File: src/rtl/qerv_rf_ram_resp.sv
// qerv_rf_ram_resp
// RAM-side responder for the qerv register-file RAM interface. After every
// reset it sweeps the array to zero, then serves one write and one read per
// clock with one cycle of read latency. A low-priority debug read port uses
// the cycles in which the core does not read.
module qerv_rf_ram_resp #(
    parameter  int width    = 8,
    parameter  int csr_regs = 4,
    localparam int raw      = $clog2(32 + csr_regs),
    localparam int l2w      = $clog2(width),
    localparam int aw       = 5 + raw - l2w,
    localparam int depth    = (32 + csr_regs) * 32 / width
) (
    input  logic             i_clk,
    input  logic             i_rst_n,
    input  logic [aw-1:0]    i_waddr,
    input  logic [width-1:0] i_wdata,
    input  logic             i_wen,
    input  logic [aw-1:0]    i_raddr,
    input  logic             i_ren,
    output logic [width-1:0] o_rdata,
    output logic             o_init_done,
    output logic             o_oob,
    input  logic             i_dbg_req,
    input  logic [aw-1:0]    i_dbg_addr,
    output logic             o_dbg_ack,
    output logic [width-1:0] o_dbg_rdata
);

    // Controller states: zero-sweep after reset, then normal service.
    localparam logic STATE_INIT = 1'b0;
    localparam logic STATE_RUN  = 1'b1;

    // One extra bit so the range compare also works when depth == 2**aw.
    localparam logic [aw:0]   DEPTH_W   = (aw + 1)'(depth);
    localparam logic [aw-1:0] LAST_ADDR = aw'(depth - 1);
    localparam logic [aw-1:0] ADDR_ONE  = aw'(1);

    // Storage: only the implemented words exist.
    logic [width-1:0] mem [depth];

    // Controller state and registered outputs.
    logic             state_q,     state_d;
    logic [aw-1:0]    cnt_q,       cnt_d;
    logic [width-1:0] rdata_q,     rdata_d;
    logic             oob_q,       oob_d;
    logic             dbg_ack_q,   dbg_ack_d;
    logic [width-1:0] dbg_rdata_q, dbg_rdata_d;

    // Address decode and array access helpers.
    logic             run;
    logic             w_in_range;
    logic             r_in_range;
    logic             d_in_range;
    logic [aw-1:0]    r_idx;
    logic [aw-1:0]    d_idx;
    logic [width-1:0] core_word;
    logic [width-1:0] dbg_word;
    logic             dbg_fire;

    // Single array write port, shared by the sweep and the core.
    logic             mem_we;
    logic [aw-1:0]    mem_waddr;
    logic [width-1:0] mem_wdata;

    // Range checks, write-first bypass and debug slot detection.
    always_comb begin
        // NOTE: every signal assigned in this block gets a value on every path,
        // starting with these defaults, so no latch can be inferred.
        run        = (state_q == STATE_RUN);
        w_in_range = ({1'b0, i_waddr}    < DEPTH_W);
        r_in_range = ({1'b0, i_raddr}    < DEPTH_W);
        d_in_range = ({1'b0, i_dbg_addr} < DEPTH_W);
        // Out-of-range addresses never index the array; their data is forced to 0.
        r_idx      = r_in_range ? i_raddr    : '0;
        d_idx      = d_in_range ? i_dbg_addr : '0;

        core_word = '0;
        if (r_in_range) begin
            if (i_wen && (i_waddr == i_raddr)) begin
                core_word = i_wdata;
            end else begin
                core_word = mem[r_idx];
            end
        end

        dbg_word = '0;
        if (d_in_range) begin
            if (i_wen && (i_waddr == i_dbg_addr)) begin
                dbg_word = i_wdata;
            end else begin
                dbg_word = mem[d_idx];
            end
        end

        // Debug only gets a slot the core read port leaves free, and never in
        // the cycle its previous ack is showing.
        dbg_fire = run && !i_ren && i_dbg_req && !dbg_ack_q;
    end

    // Next-state logic for the sweep controller, read ports and error flag.
    always_comb begin
        state_d     = state_q;
        cnt_d       = cnt_q;
        rdata_d     = rdata_q;
        oob_d       = oob_q;
        dbg_ack_d   = 1'b0;
        dbg_rdata_d = dbg_rdata_q;
        mem_we      = 1'b0;
        mem_waddr   = cnt_q;
        mem_wdata   = '0;

        if (!run) begin
            // Zero one word per clock; core traffic is dropped and flagged.
            mem_we    = 1'b1;
            mem_waddr = cnt_q;
            mem_wdata = '0;
            if (cnt_q == LAST_ADDR) begin
                state_d = STATE_RUN;
            end else begin
                cnt_d = cnt_q + ADDR_ONE;
            end
            if (i_wen || i_ren) begin
                oob_d = 1'b1;
            end
        end else begin
            if (i_wen) begin
                if (w_in_range) begin
                    mem_we    = 1'b1;
                    mem_waddr = i_waddr;
                    mem_wdata = i_wdata;
                end else begin
                    oob_d = 1'b1;
                end
            end

            if (i_ren) begin
                rdata_d = core_word;
                if (!r_in_range) begin
                    oob_d = 1'b1;
                end
            end

            if (dbg_fire) begin
                dbg_ack_d   = 1'b1;
                dbg_rdata_d = dbg_word;
                if (!d_in_range) begin
                    oob_d = 1'b1;
                end
            end
        end
    end

    // Control and output registers; reset restarts the sweep from address 0.
    always_ff @(posedge i_clk or negedge i_rst_n) begin
        if (!i_rst_n) begin
            state_q     <= STATE_INIT;
            cnt_q       <= '0;
            rdata_q     <= '0;
            oob_q       <= 1'b0;
            dbg_ack_q   <= 1'b0;
            dbg_rdata_q <= '0;
        end else begin
            // NOTE: state registers use non-blocking assignments so every flop
            // samples the pre-edge value of every other flop.
            state_q     <= state_d;
            cnt_q       <= cnt_d;
            rdata_q     <= rdata_d;
            oob_q       <= oob_d;
            dbg_ack_q   <= dbg_ack_d;
            dbg_rdata_q <= dbg_rdata_d;
        end
    end

    // Array write port.
    always_ff @(posedge i_clk) begin
        // NOTE: the array deliberately has no reset so it maps onto an SRAM
        // macro; the post-reset sweep is what defines its contents.
        if (mem_we) begin
            mem[mem_waddr] <= mem_wdata;
        end
    end

    assign o_rdata     = rdata_q;
    assign o_init_done = state_q;
    assign o_oob       = oob_q;
    assign o_dbg_ack   = dbg_ack_q;
    assign o_dbg_rdata = dbg_rdata_q;

endmodule

File: config.mk
export PLATFORM = sky130hd
export DESIGN_NAME = qerv_rf_ram_resp
export DESIGN_NICKNAME = d
export VERILOG_FILES = /design/src/rtl/qerv_rf_ram_resp.sv
export SDC_FILE = /design/constraint.sdc
export NUM_CORES = 2
export LEC_CHECK = 0
export ABC_AREA = 1
export BUFFER_PORTS_ARGS = -buffer_cell sky130_fd_sc_hd__buf_2
export CELL_PAD_IN_SITES_DETAIL_PLACEMENT = 2
export CELL_PAD_IN_SITES_GLOBAL_PLACEMENT = 2
export CORE_MARGIN = 1.5
export CORE_UTILIZATION = 37
export DETAILED_ROUTE_END_ITERATION = 6
export PLACE_DENSITY = 0.83
export SLEW_MARGIN = 20
export SYNTH_ARGS = -nofsm -noshare
export SYNTH_HDL_FRONTEND = slang
export SYNTH_SLANG_ARGS = --single-unit
File: constraint.sdc
create_clock -name i_clk -period 5.51 [get_ports i_clk]
set_input_delay 0.2755 -clock i_clk [delete_from_list [all_inputs] [get_ports i_clk]]
set_output_delay 0.2755 -clock i_clk [all_outputs]
set_load 0.005 [all_outputs]
### Word-level counts from Yosys, hierarchy flattened

Memories as Yosys holds them, arrays and structs flattened.
Cells that the tools add are included.

* logic and storage cells: 57
* register bits after elaboration: 27
* output and inout port bits: 19
* memory bits (writable): 1152
* memories kept: 1

Memories
* mem: depth 144, width 8, read ports 2, clocked after Yosys merged registers in 0, write ports 1, line 40 `logic [width-1:0] mem [depth];`

* reduce and logical (&&, ||, !) cells: 12
* bitwise logic cells: 2
* eq/ne operators: 3
* multiplexer cells: 29
* magnitude comparators: 3
* add/sub/neg operators: 1

Operator list (number)
* 8-bit two-way mux: 12
* 8-bit less-than comparator, second input constant: 3
* 1-bit two-way mux: 17
* 8-bit == test: 2
* 8-bit by 1-bit adder with 8-bit output, second input constant: 1
* 8-bit == test, second input constant: 1
* 2-bit AND reduction: 3
* 1-bit logical AND: 5
* 1-bit zero test: 2
* 1-bit inverter: 2
* 2-bit nonzero test: 1
* 1-bit logical OR: 1

### Depth between registers and ports, before layout

* depth in word-level cells: 8
* depth in mapped cells: 19
* gate-level depth less buffers: 17

### Worst setup path after synthesis

OpenSTA, ideal clock, no wires.

* kind: register to register
* start point: register state_q, in the netlist o_init_done
* end point: memory mem[0][0], data pin
* library setup time: 872 ps
* stages on the path, launching flop included: 6
* period minus slack after synthesis: 5172 ps
* setup slack: 338 ps
* required time: 4638 ps
* data arrival time: 4301 ps
* cells stage by stage: dfrtp_1 > nand2_1 > nor2_4 > inv_1 > buf_4 > nor2_1

* cells in the longest elaborated chain, start to end: 1

Ends and longest elaborated chain
* start: declaration: line 43 `logic state_q, state_d;`
* start signal: assignment: line 166 `state_q <= state_d;`
* 8-bit two-way mux: line 113 `if (!run) begin`
* net mem_wdata[0]: line 64 `logic [width-1:0] mem_wdata;`
* end: declaration: line 40

The timed path passes the listed nets, and every way through them passes these cells.

### Final worst setup path

* start point: register state_q, in the netlist o_init_done
* end point: memory mem[77][1] (enable)

* cells in the longest elaborated chain, start to end: 3

Ends and longest elaborated chain
* 1-bit two-way mux: line 113
* 1-bit two-way mux: line 179 `if (mem_we) begin`
* 1-bit two-way mux (implied by the code): line 180 `mem[mem_waddr] <= mem_wdata;`

Parallel ways exist; a longest one is shown, timed or not.

==> impl_results.md <==
- Status: completed
- Synthesized area: 61210 um2
- Die H: 409.7 um
- Setup TNS: 0 ns
- P per Cell Area: 320.6 nW/um2
- CTS Sinks: 1179
- Synth area leader: edfxtp_1
- First-pass GRT wire length: 435.8 mm
- Share of the synthesized area in the top cell type: 56.52%
- Clock transition at the registers of the reported paths: 0.06 ns
- Final setup margin: 0.3749 ns
- Worst-case reg-to-reg path depth: 8
- Worst setup EP type: flip-flop
- Via Count: 58750
- Top_reg_cell synth: edfxtp_1
- Syn nets: 6921
- Most frequent cells in the layout: nand3_1 (2762), nand2_1 (1642), edfxtp_1 (1152)
- Reg-to-reg setup timing slack: 0.37 ns
- Die span in x: 409.7 um
- Syn avg cell area: 8.893 um2
- Residual DRC: 0
- Vias per cell: 6.567
- CP most frequent cell: inv_1
- Leak: 26.14 nW
- Top cells by area, synth: edfxtp_1 (57%), nand3_1 (23%), nand2_1 (10%), buf_2 (2.2%), nor2_1 (1.7%)
- Core box area: 164600 um2
- ANT nets after route: 0
- CP Max Fanout: 16
- DR WL/cell: 33.38 um
- Core Rows: 149
- Crit path largest cell delay: 0.94 ns
- Setup crit end: mem[77][1]
- Slew Limit Fails: 0
- Yosys cell types: 33
- Final period utilization: 93.20%
- Worst Tran Pin Value: 1.237 ns
- Relative slew slack: 17.34%
- R2r startpoint: o_init_done
- IR Drop Worst-Case VDD: 0.3619 mV
- Post-detailed-placement half-perimeter wirelength: 178.3 mm
- Reg2reg end: mem[77][1]
- CTS tree: done
- GPL Wtd Cong: 0.9307
- Initial DRC count: 7677
- Delay-heaviest family, CP: simple AND/OR/NAND/NOR gates
- Area of placed instances: 63380 um2
- Worst-path cell chain: nand2_1 > nor2_4 > inv_1 > o21ai_0 > inv_1 > nor2_2 > nand3_1 > nor2_1
- Deepest clock path buffer count: 3
- Total global-route track usage: 34.95%
- Largest net degree at the start of global routing: 175
- Setup crit start: o_init_done
- Synth-to-Final Area Change: 10.94%
- Final hold vios: 0
- Synthesized instance count: 6883
- Fraction of registers with async set/reset: 2.290%
- Wirelength, routed: 298.7 mm
- Num CTS Buffers: 136
- Max Clk Rate: 194.7 MHz
- # port buffers: 55
- RSZ-0062 raised after global routing: no
- Starting Density: 37.18%
- Vias in the first global route: 62640
- Buffer and inverter count on the worst path: 2
- Clock skew: 0.03132 ns
- Critical Path AT: 5.55 ns
- CP startpoint kind: flip-flop
- Synth warnings: 0
- WS Path Type: reg2reg
- Final Instance Area: 67910 um2
- Max-cap check violation count: 0
- Dpl ws: 0.6662 ns
- HP Class: in2async
- H-tree levels: 4
- Commonest non-fill, non-tap cell in the layout: nand3_1
- Clock Latency Late Sink: 0.82 ns
- NumNets Final: 6678
- CP max stage cell: o21ai_0
- Number of synthesized register bits: 1179
- Die area: 167900 um2
- Final setup viols: 0
- Grt ovf: 0
- Stages on worst setup path: 8
- Root buffer cell: clkbuf_16
- Drt pass-1 iters: 6
- Seq/Total Area, Yosys: 57.62%
- # IOs: 56
- WP data required: 5.93 ns
- Final worst path period need: 5.135 ns
- Layout cells sized above 1: 6.507%
- Initial antenna violation count: 10
- EDFF count, synth: 1152
-- how the worst min path moves through the flow --
| stage | from | end | slack (ns) | cells past startpoint |
|---|---|---|---|---|
| floorplan | i_rst_n | cnt_q[0] | -0.02 | 0 |
| global placement | i_rst_n | o_dbg_rdata[3] | 0.34 | 1 |
| detailed placement | i_rst_n | o_dbg_rdata[3] | 0.35 | 1 |
| CTS | i_rst_n | o_rdata[0] | 0.04 | 2 |
| global route | i_rst_n | o_dbg_rdata[2] | 0.12 | 2 |
| finish | i_rst_n | o_dbg_rdata[2] | 0.07 | 2 |
-- worst register-to-register path, delay by kind of cell (launching register included) --
family | cells | cell delay, ns
buf+inv | 2 | 0.67
simple gates | 5 | 2.67
compound gates | 1 | 0.94
flops | 1 | 0.46
-- synth_stat cells, types with 2 or more instances --
library cell / instances
nand3_1: 2762
nand2_1: 1647
edfxtp_1: 1152
nor2_1: 276
buf_2: 272
clkbuf_1: 235
inv_1: 115
o21ai_0: 109
a21oi_1: 79
buf_1: 53
o22ai_1: 36
dfrtp_1: 27
buf_4: 23
o2111ai_1: 17
a21boi_0: 16
inv_2: 16
xor2_1: 11
o21ai_1: 6
or2_2: 5
nand2_2: 4
nor2_2: 4
nand2_4: 3
nor3_1: 3
a221oi_1: 2
clkinv_1: 2
-- per-stage QoR --
step | utilization [%] | std cells | power, mW | hold slack [ns]
6_report | 41.25 | 8947 | 21.77 | 0.06931
5_1_grt | 41.23 | 8936 | 22.17 | 0.1153
4_1_cts | 41.23 | 8936 | 21.67 | 0.04362
3_5_place_dp | 38.50 | 8679 | 12.50 | 0.3463
3_3_place_gp | 38.50 | 8679 | 12.38 | 0.3410
2_1_floorplan | - | 6883 | 11.43 | -0.02009
-- final cells by class --
class | count | area, um2
Multi-Input combinational cell | 4987 | 22980
Inverter | 133 | 531.8
Clock inverter | 83 | 773.2
Antenna cell | 11 | 27.53
Sequential cell | 1179 | 35270
Clock buffer | 162 | 3607
Timing Repair Buffer | 203 | 1974
Tap cell | 2189 | 2739
Fill cell | 17640 | 96710
-- timing repair --
item | in CTS | in global routing
setup buffers | 0 | 0
gates resized for setup | 0 | 0
endpoints found under the setup margin | 0 | 0
hold buffers | 12 | 0
endpoints found under the hold margin | 61 | 0
-- per-layer routing --
layer / GRT usage (%) / wire, um / up-vias
met4: 21.38 / 19960 / 14
met5: 0 / 132 / -
met1: 43.57 / 112300 / 30180
met3: 8.114 / 29100 / 1014
met2: 54.95 / 137200 / 3600
li1: - / - / 23940
-- report_power, final --
group	internal (mW)	total (mW)	switching (mW)	leakage, nW
registers	9.69	9.69	0	8.33
clock network	5.25	9.30	4.05	2.12
logic	0.655	2.79	2.13	15.7
-- cells by family after synthesis --
family | synth area share, %
AO/OA/AOI/OAI | 2.459
AND/OR/NAND/NOR | 34.64
flip-flops | 57.62
XOR/XNOR | 0.1574
adder cells (fa/ha/maj) | 0.02044
buffers and inverters | 5.106
-- sequential cells by signal, summed over array words and instances (netlist names) --
name         flops
o_dbg_rdata      8
o_oob            1
o_init_done      1
mem           1152
o_dbg_ack        1
o_rdata          8
cnt_q            8
Note: power is estimated with default switching activity, not from simulation.
